## src/rtl/issue_ctrl_pkg.sv

```systemverilog
// Shared configuration for the issue queue: depth, pointer width, opcode
// constants, bus widths and the queue entry layout.
package issue_ctrl_pkg;

  localparam int IQ_DEPTH = 16;
  localparam int IQ_PTR_W = 4;
  localparam int InstBus  = 32;
  localparam int AddrBus  = 32;

  localparam logic [6:0] OPC_LOAD  = 7'b0000011;
  localparam logic [6:0] OPC_STORE = 7'b0100011;

  // Occupancy thresholds, sized to the count register (one bit wider than a pointer).
  localparam logic [IQ_PTR_W:0] CNT_FULL  = (IQ_PTR_W+1)'(IQ_DEPTH);
  localparam logic [IQ_PTR_W:0] CNT_AFULL = (IQ_PTR_W+1)'(IQ_DEPTH - 1);

  typedef struct packed {
    logic [InstBus-1:0] inst;
    logic [AddrBus-1:0] pc;
    logic               pd;
  } iq_entry_t;

  function automatic logic is_mem_op(input logic [InstBus-1:0] inst);
    return (inst[6:0] == OPC_LOAD) || (inst[6:0] == OPC_STORE);
  endfunction

endpackage

```

## src/rtl/issue_ctrl_inst_fifo.sv

```systemverilog
// Circular instruction storage with a write port at the tail and a read port
// at the head; pointers wrap naturally at IQ_DEPTH. Occupancy lives in issue_ctrl.
module inst_fifo
  import issue_ctrl_pkg::*;
(
  input  logic      clk,
  input  logic      rst,
  input  logic      clr_i,
  input  logic      wr_en_i,
  input  iq_entry_t wr_data_i,
  input  logic      rd_adv_i,
  output iq_entry_t head_o
);

  logic [IQ_PTR_W-1:0] head_q, head_d;
  logic [IQ_PTR_W-1:0] tail_q, tail_d;
  iq_entry_t           mem_q [IQ_DEPTH];

  always_comb begin
    head_d = head_q;
    tail_d = tail_q;
    if (clr_i) begin
      head_d = '0;
      tail_d = '0;
    end else begin
      if (rd_adv_i) head_d = head_q + 1'b1;
      if (wr_en_i)  tail_d = tail_q + 1'b1;
    end
  end

  always_ff @(posedge clk or negedge rst) begin
    if (!rst) begin
      head_q <= '0;
      tail_q <= '0;
    end else begin
      head_q <= head_d;
      tail_q <= tail_d;
    end
  end

  // Storage needs no reset: an entry is only read after it has been written.
  always_ff @(posedge clk) begin
    if (wr_en_i) mem_q[tail_q] <= wr_data_i;
  end

  assign head_o = mem_q[head_q];

endmodule

```

## src/rtl/issue_ctrl.sv

```systemverilog
// In-order issue controller: buffers fetched instructions and issues one per
// cycle to the decoder when downstream has room. ISSUE_BYPASS_EN enables a
// zero-latency path from fetch straight to the decoder when the queue is empty.
//
// Handshake: an instruction is taken at an edge where rdy && iINF_en && !iROB_clr
// and the queue has room (or issues that edge); oDEC_en is a single-cycle strobe
// qualifying oDEC_inst/pc/pd. oINF_full is the fetcher's backpressure.
module issue_ctrl
  import issue_ctrl_pkg::*;
(
  input  logic               clk,
  input  logic               rst,
  input  logic               rdy,
  input  logic               iINF_en,
  input  logic [InstBus-1:0] iINF_inst,
  input  logic [AddrBus-1:0] iINF_pc,
  input  logic               iINF_pd,
  output logic               oINF_full,
  input  logic               iROB_full,
  input  logic               iRS_full,
  input  logic               iLSB_full,
  input  logic               iROB_clr,
  output logic               oDEC_en,
  output logic [InstBus-1:0] oDEC_inst,
  output logic [AddrBus-1:0] oDEC_pc,
  output logic               oDEC_pd,
  output logic [IQ_PTR_W:0]  oDBG_count
);

  logic [IQ_PTR_W:0] count_q, count_d;
  logic              dec_en_q, dec_en_d;
  iq_entry_t         dec_q, dec_d;
  iq_entry_t         head;
  iq_entry_t         in_entry;
  logic              empty, full;
  logic              issue, bypass, enq_fifo, flush;

  assign in_entry = '{inst: iINF_inst, pc: iINF_pc, pd: iINF_pd};
  assign empty    = (count_q == '0);
  assign full     = (count_q == CNT_FULL);
  assign flush    = rdy && iROB_clr;

  assign issue = rdy && !empty && !iROB_clr && !iROB_full &&
                 (is_mem_op(head.inst) ? !iLSB_full : !iRS_full);

`ifdef ISSUE_BYPASS_EN
  logic in_mem;
  assign in_mem = is_mem_op(iINF_inst);
  assign bypass = rdy && iINF_en && !iROB_clr && empty && !iROB_full &&
                  (in_mem ? !iLSB_full : !iRS_full);
`else
  assign bypass = 1'b0;
`endif

  // A bypassed instruction never occupies a slot.
  assign enq_fifo = rdy && iINF_en && !iROB_clr && (!full || issue) && !bypass;

  inst_fifo u_fifo (
    .clk       (clk),
    .rst       (rst),
    .clr_i     (flush),
    .wr_en_i   (enq_fifo),
    .wr_data_i (in_entry),
    .rd_adv_i  (issue),
    .head_o    (head)
  );

  always_comb begin
    count_d  = count_q;
    dec_en_d = dec_en_q;
    dec_d    = dec_q;
    if (rdy) begin
      if (iROB_clr) begin
        count_d  = '0;
        dec_en_d = 1'b0;
      end else begin
        case ({enq_fifo, issue})
          2'b10:   count_d = count_q + 1'b1;
          2'b01:   count_d = count_q - 1'b1;
          default: count_d = count_q;
        endcase
        if (issue) begin
          dec_d    = head;
          dec_en_d = 1'b1;
        end else if (bypass) begin
          dec_d    = in_entry;
          dec_en_d = 1'b1;
        end else begin
          dec_en_d = 1'b0;
        end
      end
    end
  end

  always_ff @(posedge clk or negedge rst) begin
    if (!rst) begin
      count_q  <= '0;
      dec_en_q <= 1'b0;
      dec_q    <= '0;
    end else begin
      count_q  <= count_d;
      dec_en_q <= dec_en_d;
      dec_q    <= dec_d;
    end
  end

  assign oINF_full  = (count_q >= CNT_AFULL);
  assign oDEC_en    = dec_en_q;
  assign oDEC_inst  = dec_q.inst;
  assign oDEC_pc    = dec_q.pc;
  assign oDEC_pd    = dec_q.pd;
  assign oDBG_count = count_q;

endmodule

```

## config.mk

```make
export PLATFORM = sky130hd
export DESIGN_NAME = issue_ctrl
export DESIGN_NICKNAME = d
export VERILOG_FILES = /design/src/rtl/issue_ctrl_pkg.sv /design/src/rtl/issue_ctrl_inst_fifo.sv /design/src/rtl/issue_ctrl.sv
export SDC_FILE = /design/constraint.sdc
export NUM_CORES = 1
export LEC_CHECK = 0
export ABC_AREA = 0
export ABC_CLOCK_PERIOD_IN_PS = 26800
export CAP_MARGIN = 15
export CORE_UTILIZATION = 55
export CTS_BUF_LIST = sky130_fd_sc_hd__clkbuf_4 sky130_fd_sc_hd__clkbuf_8
export CTS_CLUSTER_DIAMETER = 80
export DETAILED_ROUTE_END_ITERATION = 7
export PLACE_DENSITY = 0.75
export SYNTH_ARGS = -nofsm -noshare
export SYNTH_HDL_FRONTEND = slang
export SYNTH_SLANG_ARGS = --single-unit
```

## constraint.sdc

```tcl
create_clock -name clk -period 26.8 [get_ports clk]
set_clock_uncertainty 0.05 [all_clocks]
set_input_delay 6.7 -clock clk [delete_from_list [all_inputs] [get_ports clk]]
set_output_delay 6.7 -clock clk [all_outputs]
set_load 0.02 [all_outputs]
```

==> results_dict.tcl, run 1 <==
set metrics [dict create \
    outcome "completed" \
    critPathRequiredTime_ns 27.16 \
    synth.largest_area_cell "edfxtp_1" \
    cts.clk_slew.worst_paths_ns 0.06 \
    irDropWorstVdd_mv 0.0397 \
    cts_tree "built" \
    cts_sinks 1119 \
    period_minus_slack_ns 10.06 \
    numPortBuffers 144 \
    cts_buffer_depth 3 \
    yosys-top-cells-area "edfxtp_1 (73%), mux4_2 (10%), dfrtp_1 (4.6%)" \
    start_util_pct 55.9 \
    clockRootBuffer "clkbuf_8" \
    hp-class "register to register" \
    worstMarginPinSlew_ns 1.22 \
    finalPower_w 0.00388 \
    setup_viol 0 \
    cts_buffers 168 \
    hpwl_um 45500 \
    syn-cell-area_um2 42700 \
    ys.flop_type "edfxtp_1" \
    holdBufCountCts 0 \
    antenna_found_initial 4 \
    pin_count 145 \
    hold_start "oDEC_inst[5]" \
    synth_top_area_share_pct 73.1 \
    insertion_delay_ns 0.82 \
    fin_nets 2321 \
    r2r-end "u_fifo.mem_q[13][32]" \
    reg2reg_from "u_fifo.head_q[2]" \
    arrival_ns 10.42 \
    grt_first_pass_wirelength_um 131000 \
    holdPathStages 2 \
    synth_most_common_cell "edfxtp_1" \
    slew_headroom_pct 18.4 \
    yosysUniqueCellTypes 56 \
    overflow 0 \
    hold_ws_ns 0.430 \
    grt_util_all_layers_pct 22.5 \
    core_area_um2 76500 \
    dp_slack_ns 15.93 \
    wire_per_inst_um 25.4 \
    drive_gt1_share_pct 22.6 \
    drt_iter0_drc 1644 \
    viasPerCell 6.01 \
    rsz0062_at_grt "false" \
    grt_max_degree 134 \
    drt_wl_total_um 86500 \
    place.gp.congestion 0.740 \
    ys_warn_count 0 \
    synthTopCellsByCount "edfxtp_1 (1040), mux4_2 (192), mux2i_1 (189), dfrtp_1 (79), o21ai_0 (70)" \
    syn_avg_cell_area_um2 21.2 \
    syn2layout_area_growth_pct 13.8 \
    drc 0 \
    grt_pass1_vias 21697 \
    finalNonFillerCells 3410 \
    powerDensity_nw_per_um2 79.7 \
    worst-r2r-cell-count 10 \
    ant_nets 0 \
    cap_violations 0 \
    whs_endpoint "oDEC_inst[5]" \
    ys_ff_latch 1119 \
    drv_slew 0 \
    fmax_mhz 99.4 \
    rows 101 \
    cp_max_fo 133 \
    fillers 4967 \
    finalSetupTns_ns 0 \
    crit_path_end_kind "register" \
    dpl.cell_count 3098 \
    startpoint_type "input port" \
    rrSetupSlack_ns 20.16 \
    crit_type "input port to register" \
    post_cts_buffers 0 \
    dieArea_um2 78800 \
    routed-via-count 20498 \
    synth-edff-count 1040 \
    finalHoldViolations 0 \
    fp.dieW_um 281 \
    dieHeight_um 281 \
    ys_seq_area_share_pct 77.7 \
    cts.repair.resized 0 \
    leakage_nw 15.0 \
    synth-async-reset-ratio_pct 7.06 \
    cts_max_level 4 \
    fin_ws_ns 16.74 \
    syn_nets 2100 \
    period_share_pct 37.5 \
    synthCells 2018 \
    dr.pass1.iters 5 \
]
-- where the power goes --
group          internal, W  leakage (nW)  total [W]  switching [W]
clock network     0.000759          1.81    0.00138       0.000625
registers          0.00197          10.3    0.00202      0.0000528
logic             0.000238          2.89   0.000471       0.000233
total              0.00297          15.0    0.00388       0.000911
-- layer usage --
metal  routed length [um]  global-route usage (%)  vias to the layer above
li1                     -                       -                     8913
met1                35500                    30.3                    10744
met2                43400                    36.8                      683
met3                 5480                    4.69                      154
met4                 2100                    7.89                        4
met5                   26                       0                        -
-- worst max-delay path by stage --
stage | startpoint | endpoint | slack [ns] | cells after the start
after global placement | rdy | u_fifo.mem_q[12][8] | 16.03 | 8
after detailed placement | rdy | u_fifo.mem_q[12][6] | 15.93 | 8
after floorplan | iROB_clr | u_fifo.mem_q[3][0] | 12.07 | 7
after global routing | rdy | u_fifo.mem_q[0][55] | 16.51 | 9
after CTS | rdy | u_fifo.mem_q[13][51] | 16.77 | 8
final | rdy | u_fifo.mem_q[13][32] | 16.74 | 8
-- state kept, by name, summed over array words and instances, names as in the netlist --
signal         flops
u_fifo.mem_q    1040
oDEC_inst         32
oDEC_pc           32
oDBG_count         5
u_fifo.head_q      4
u_fifo.tail_q      4
oDEC_en            1
oDEC_pd            1
-- critical path, cell delays in order --
cell and delay [ns]:
clkdlybuf4s50_1 0.61, nand2_1 0.15, a211o_1 0.30, nor2_1 0.12
or4b_4 0.54, nand2_8 0.64, o2111a_1 0.39, and2_4 0.88
-- cell type report --
cell class / instances / area [um2] / area share (%)
clock inverters: 52 / 304 / 0.625
well taps: 1030 / 1290 / 2.65
clock buffers: 257 / 3110 / 6.39
flip-flops and latches: 1119 / 33200 / 68.3
diodes: 2 / 5.00 / 0.0103
repair buffers: 168 / 1650 / 3.39
multi-input cells: 770 / 9030 / 18.6
inverters: 12 / 45.0 / 0.0926
-- kinds of logic after synthesis --
group                      synth area share, %
buffers and inverters                     1.33
and+or+nand+nor                          0.995
xor gates and xnor gates                 0.123
muxes                                     14.8
AOI/OAI and AO/OA                         4.83
adders and majority gates                0.281
DFF                                       77.7
-- placed cells by master, fill, tap and decap left out, types with 3 or more instances in the layout --
cell and n:
xor2_1 3, mux2_2 8, inv_6 4, o31ai_1 3, edfxtp_1 1040, ha_1 8
nor2_1 23, a21oi_1 6, clkbuf_4 68, clkinv_2 11, a221oi_1 69, xnor2_1 3
o21a_1 51, mux4_2 192, dfrtp_1 75, buf_4 23, clkinvlp_4 6, inv_1 10
o211ai_1 51, a22oi_1 5, o21ai_0 70, and2_4 15, clkinv_1 29, nand2_1 19
clkbuf_8 189, dfrtp_4 4, mux2i_1 189, a31oi_1 14, clkdlybuf4s50_1 143
-- per-stage QoR --
| step | area [um2] | utilization, % |
|---|---|---|
| final | 48700 | 63.6 |
| after global placement | 45200 | 59.1 |
| after CTS | 48600 | 63.6 |
| after global routing | 48700 | 63.6 |
| after floorplan | 42700 | - |
| after detailed placement | 45200 | 59.1 |
No activity file was read; power rests on OpenSTA's default activity.
==> run 2: changes to the inputs <==
--- a/config.mk
+++ b/config.mk
@@ -6,7 +6,7 @@
 export NUM_CORES = 1
 export LEC_CHECK = 0
 export ABC_AREA = 0
-export ABC_CLOCK_PERIOD_IN_PS = 26800
+export ABC_CLOCK_PERIOD_IN_PS = 9900
 export CAP_MARGIN = 15
 export CORE_UTILIZATION = 55
 export CTS_BUF_LIST = sky130_fd_sc_hd__clkbuf_4 sky130_fd_sc_hd__clkbuf_8
==> constraint.sdc (replaced) <==
create_clock -name clk -period 9.9 [get_ports clk]
set_clock_uncertainty 0.05 [all_clocks]
set_input_delay 2.475 -clock clk [delete_from_list [all_inputs] [get_ports clk]]
set_output_delay 2.475 -clock clk [all_outputs]
set_load 0.02 [all_outputs]
==> run 2 against run 1 <==
  * Cell count barely moved
  * Critical path type is now register to register
  * First-iteration DRC count rose by 11%
  * Sequential share of layout area barely moved
  * Routed wire length barely moved
  * Critical path depth rose by 1
  * Non-clock buffer count fell by 3
  * Sequential cell count did not move
  * Total power rose to 2.7 times the previous value
  * Via count rose by 0.98%
  * Die area did not move
==> results_dict.tcl, run 2 (synthesis results as in run 1) <==
set metrics [dict create \
    final_cell_mix "edfxtp_1 (1040), mux4_2 (192), mux2i_1 (189)" \
    irDropWorstVdd_mv 0.141 \
    drv_slew 0 \
    critPathTopFamily "simple AND/OR/NAND/NOR gates" \
    overflow 0 \
    layout_commonest_cell "edfxtp_1" \
    crit_path_start "u_fifo.head_q[2]" \
    crit_top_cell "nor3b_1" \
    place.gp.congestion 0.844 \
    path_buf_inv 1 \
    crit_type "register to register" \
    cts_sinks 1119 \
    slowest_delay_ns 0.97 \
    reg2reg_from "u_fifo.head_q[2]" \
    finalSetupTns_ns 0 \
    holdBufCountCts 0 \
    drc 0 \
    r2r-end "u_fifo.mem_q[5][9]" \
    dieHeight_um 281 \
    viasPerCell 6.07 \
    syn2layout_area_growth_pct 13.9 \
    holdPathStages 2 \
    regMostFlops "u_fifo.mem_q" \
    drt_iter0_drc 1833 \
    finalCoreUtilization_pct 63.7 \
    wire_per_inst_um 25.3 \
    hpwl_um 46900 \
    hp-class "register to register" \
    grt_first_pass_wirelength_um 132000 \
    dp_slack_ns 3.47 \
    clockRootBuffer "clkbuf_8" \
    rows 101 \
    cp_slowest_cell "and2_4" \
    drive_gt1_share_pct 22.5 \
    grt_util_all_layers_pct 22.5 \
    period_minus_slack_ns 6.33 \
    insertion_delay_ns 0.81 \
    startpoint_type "register" \
    worstMarginPinSlew_ns 1.19 \
    cts_max_level 4 \
    dieArea_um2 78800 \
    post_cts_buffers 0 \
    numPortBuffers 144 \
    whs_endpoint "oDEC_inst[5]" \
    cts.repair.resized 0 \
    start_util_pct 55.9 \
    cts.clk_slew.worst_paths_ns 0.06 \
    period_share_pct 63.9 \
    powerDensity_nw_per_um2 216 \
    core_area_um2 76500 \
    routed-via-count 20699 \
    arrival_ns 6.68 \
    crit_path_end_kind "register" \
    path_cells "buf_4, and2_2, a221oi_1, nor3b_1, o211ai_1, nor4b_2, o31ai_4, nor3b_1, and2_4" \
    drt_wl_total_um 86400 \
    leakage_nw 15.0 \
    grt_pass1_vias 21911 \
    critPathRequiredTime_ns 10.25 \
    fin_nets 2320 \
    fillers 4947 \
    fmax_mhz 158 \
    seq_area_um2 33200 \
    fp.dieW_um 281 \
    finalHoldViolations 0 \
    hold_ws_ns 0.436 \
    ant_nets 0 \
    hold_start "oDEC_inst[5]" \
    antenna_found_initial 4 \
    cp_max_fo 65 \
    rsz0062_at_grt "false" \
    outcome "completed" \
    fin_ws_ns 3.57 \
    dr.pass1.iters 5 \
    multi_input_area_um2 9040 \
    rrSetupSlack_ns 3.57 \
    cts_tree "built" \
    cts_buffers 170 \
    cap_violations 0 \
    grt_max_degree 124 \
    pin_count 145 \
    slew_headroom_pct 21.0 \
    cts_buffer_depth 3 \
    setup_viol 0 \
    worst-r2r-cell-count 9 \
    largest_reg_flops 1040 \
]
run 2: cell types whose count changed in the layout (fill, tap and decap cells not counted), sizes merged:
cell    before  now
clkinv      40   47
clkbuf     257  251
buf         25   22
inv         16   19
bufinv       2    3
run 2: worst register-to-register path, cell delays in order (launching register included):
cell and delay (ns):
dfrtp_4 0.62, buf_4 0.88, and2_2 1.04, a221oi_1 0.27
nor3b_1 0.40, o211ai_1 0.28, nor4b_2 0.63, o31ai_4 0.25
nor3b_1 0.47, and2_4 0.97
run 2: per-layer routing:
layer | GRT usage, % | vias to the layer above | wire length, um
li1 | - | 8929 | -
met1 | 29.7 | 10875 | 35000
met2 | 37.8 | 762 | 44400
met3 | 4.61 | 129 | 5280
met4 | 7.36 | 4 | 1760
met5 | 0 | - | 30
run 2: worst max-delay path by stage:
stage               slack (ns)                   end  cells past startpoint
floorplan                 2.15    u_fifo.mem_q[3][0]                      7
detailed placement        3.47    u_fifo.mem_q[5][9]                      8
CTS                       3.59    u_fifo.mem_q[5][2]                      9
finish                    3.57    u_fifo.mem_q[5][9]                      9
global route              3.24    u_fifo.mem_q[5][6]                      9
global placement          3.67  u_fifo.mem_q[11][19]                      9
run 2: layout make-up:
type                       count  area share [%]
sequential                  1119            68.2
multi-input combinational    770            18.6
clock buffer                 251            6.21
timing repair buffer         165            3.39
tap                         1030            2.65
clock inverter                63           0.828
inverter                      12          0.0925
antenna                        2          0.0103
run 2: through the flow:
step                area [um2]  cells  power [W]
global placement         45200   3094    0.00684
detailed placement       45200   3094    0.00687
CTS                      48600   3408     0.0106
floorplan                42700   2018    0.00631
finish                   48700   3412     0.0105
global route             48700   3412     0.0109
run 2: power breakdown:
part           internal [W]  switching [W]
combinational      0.000646       0.000635
clock               0.00204        0.00171
sequential          0.00534       0.000138
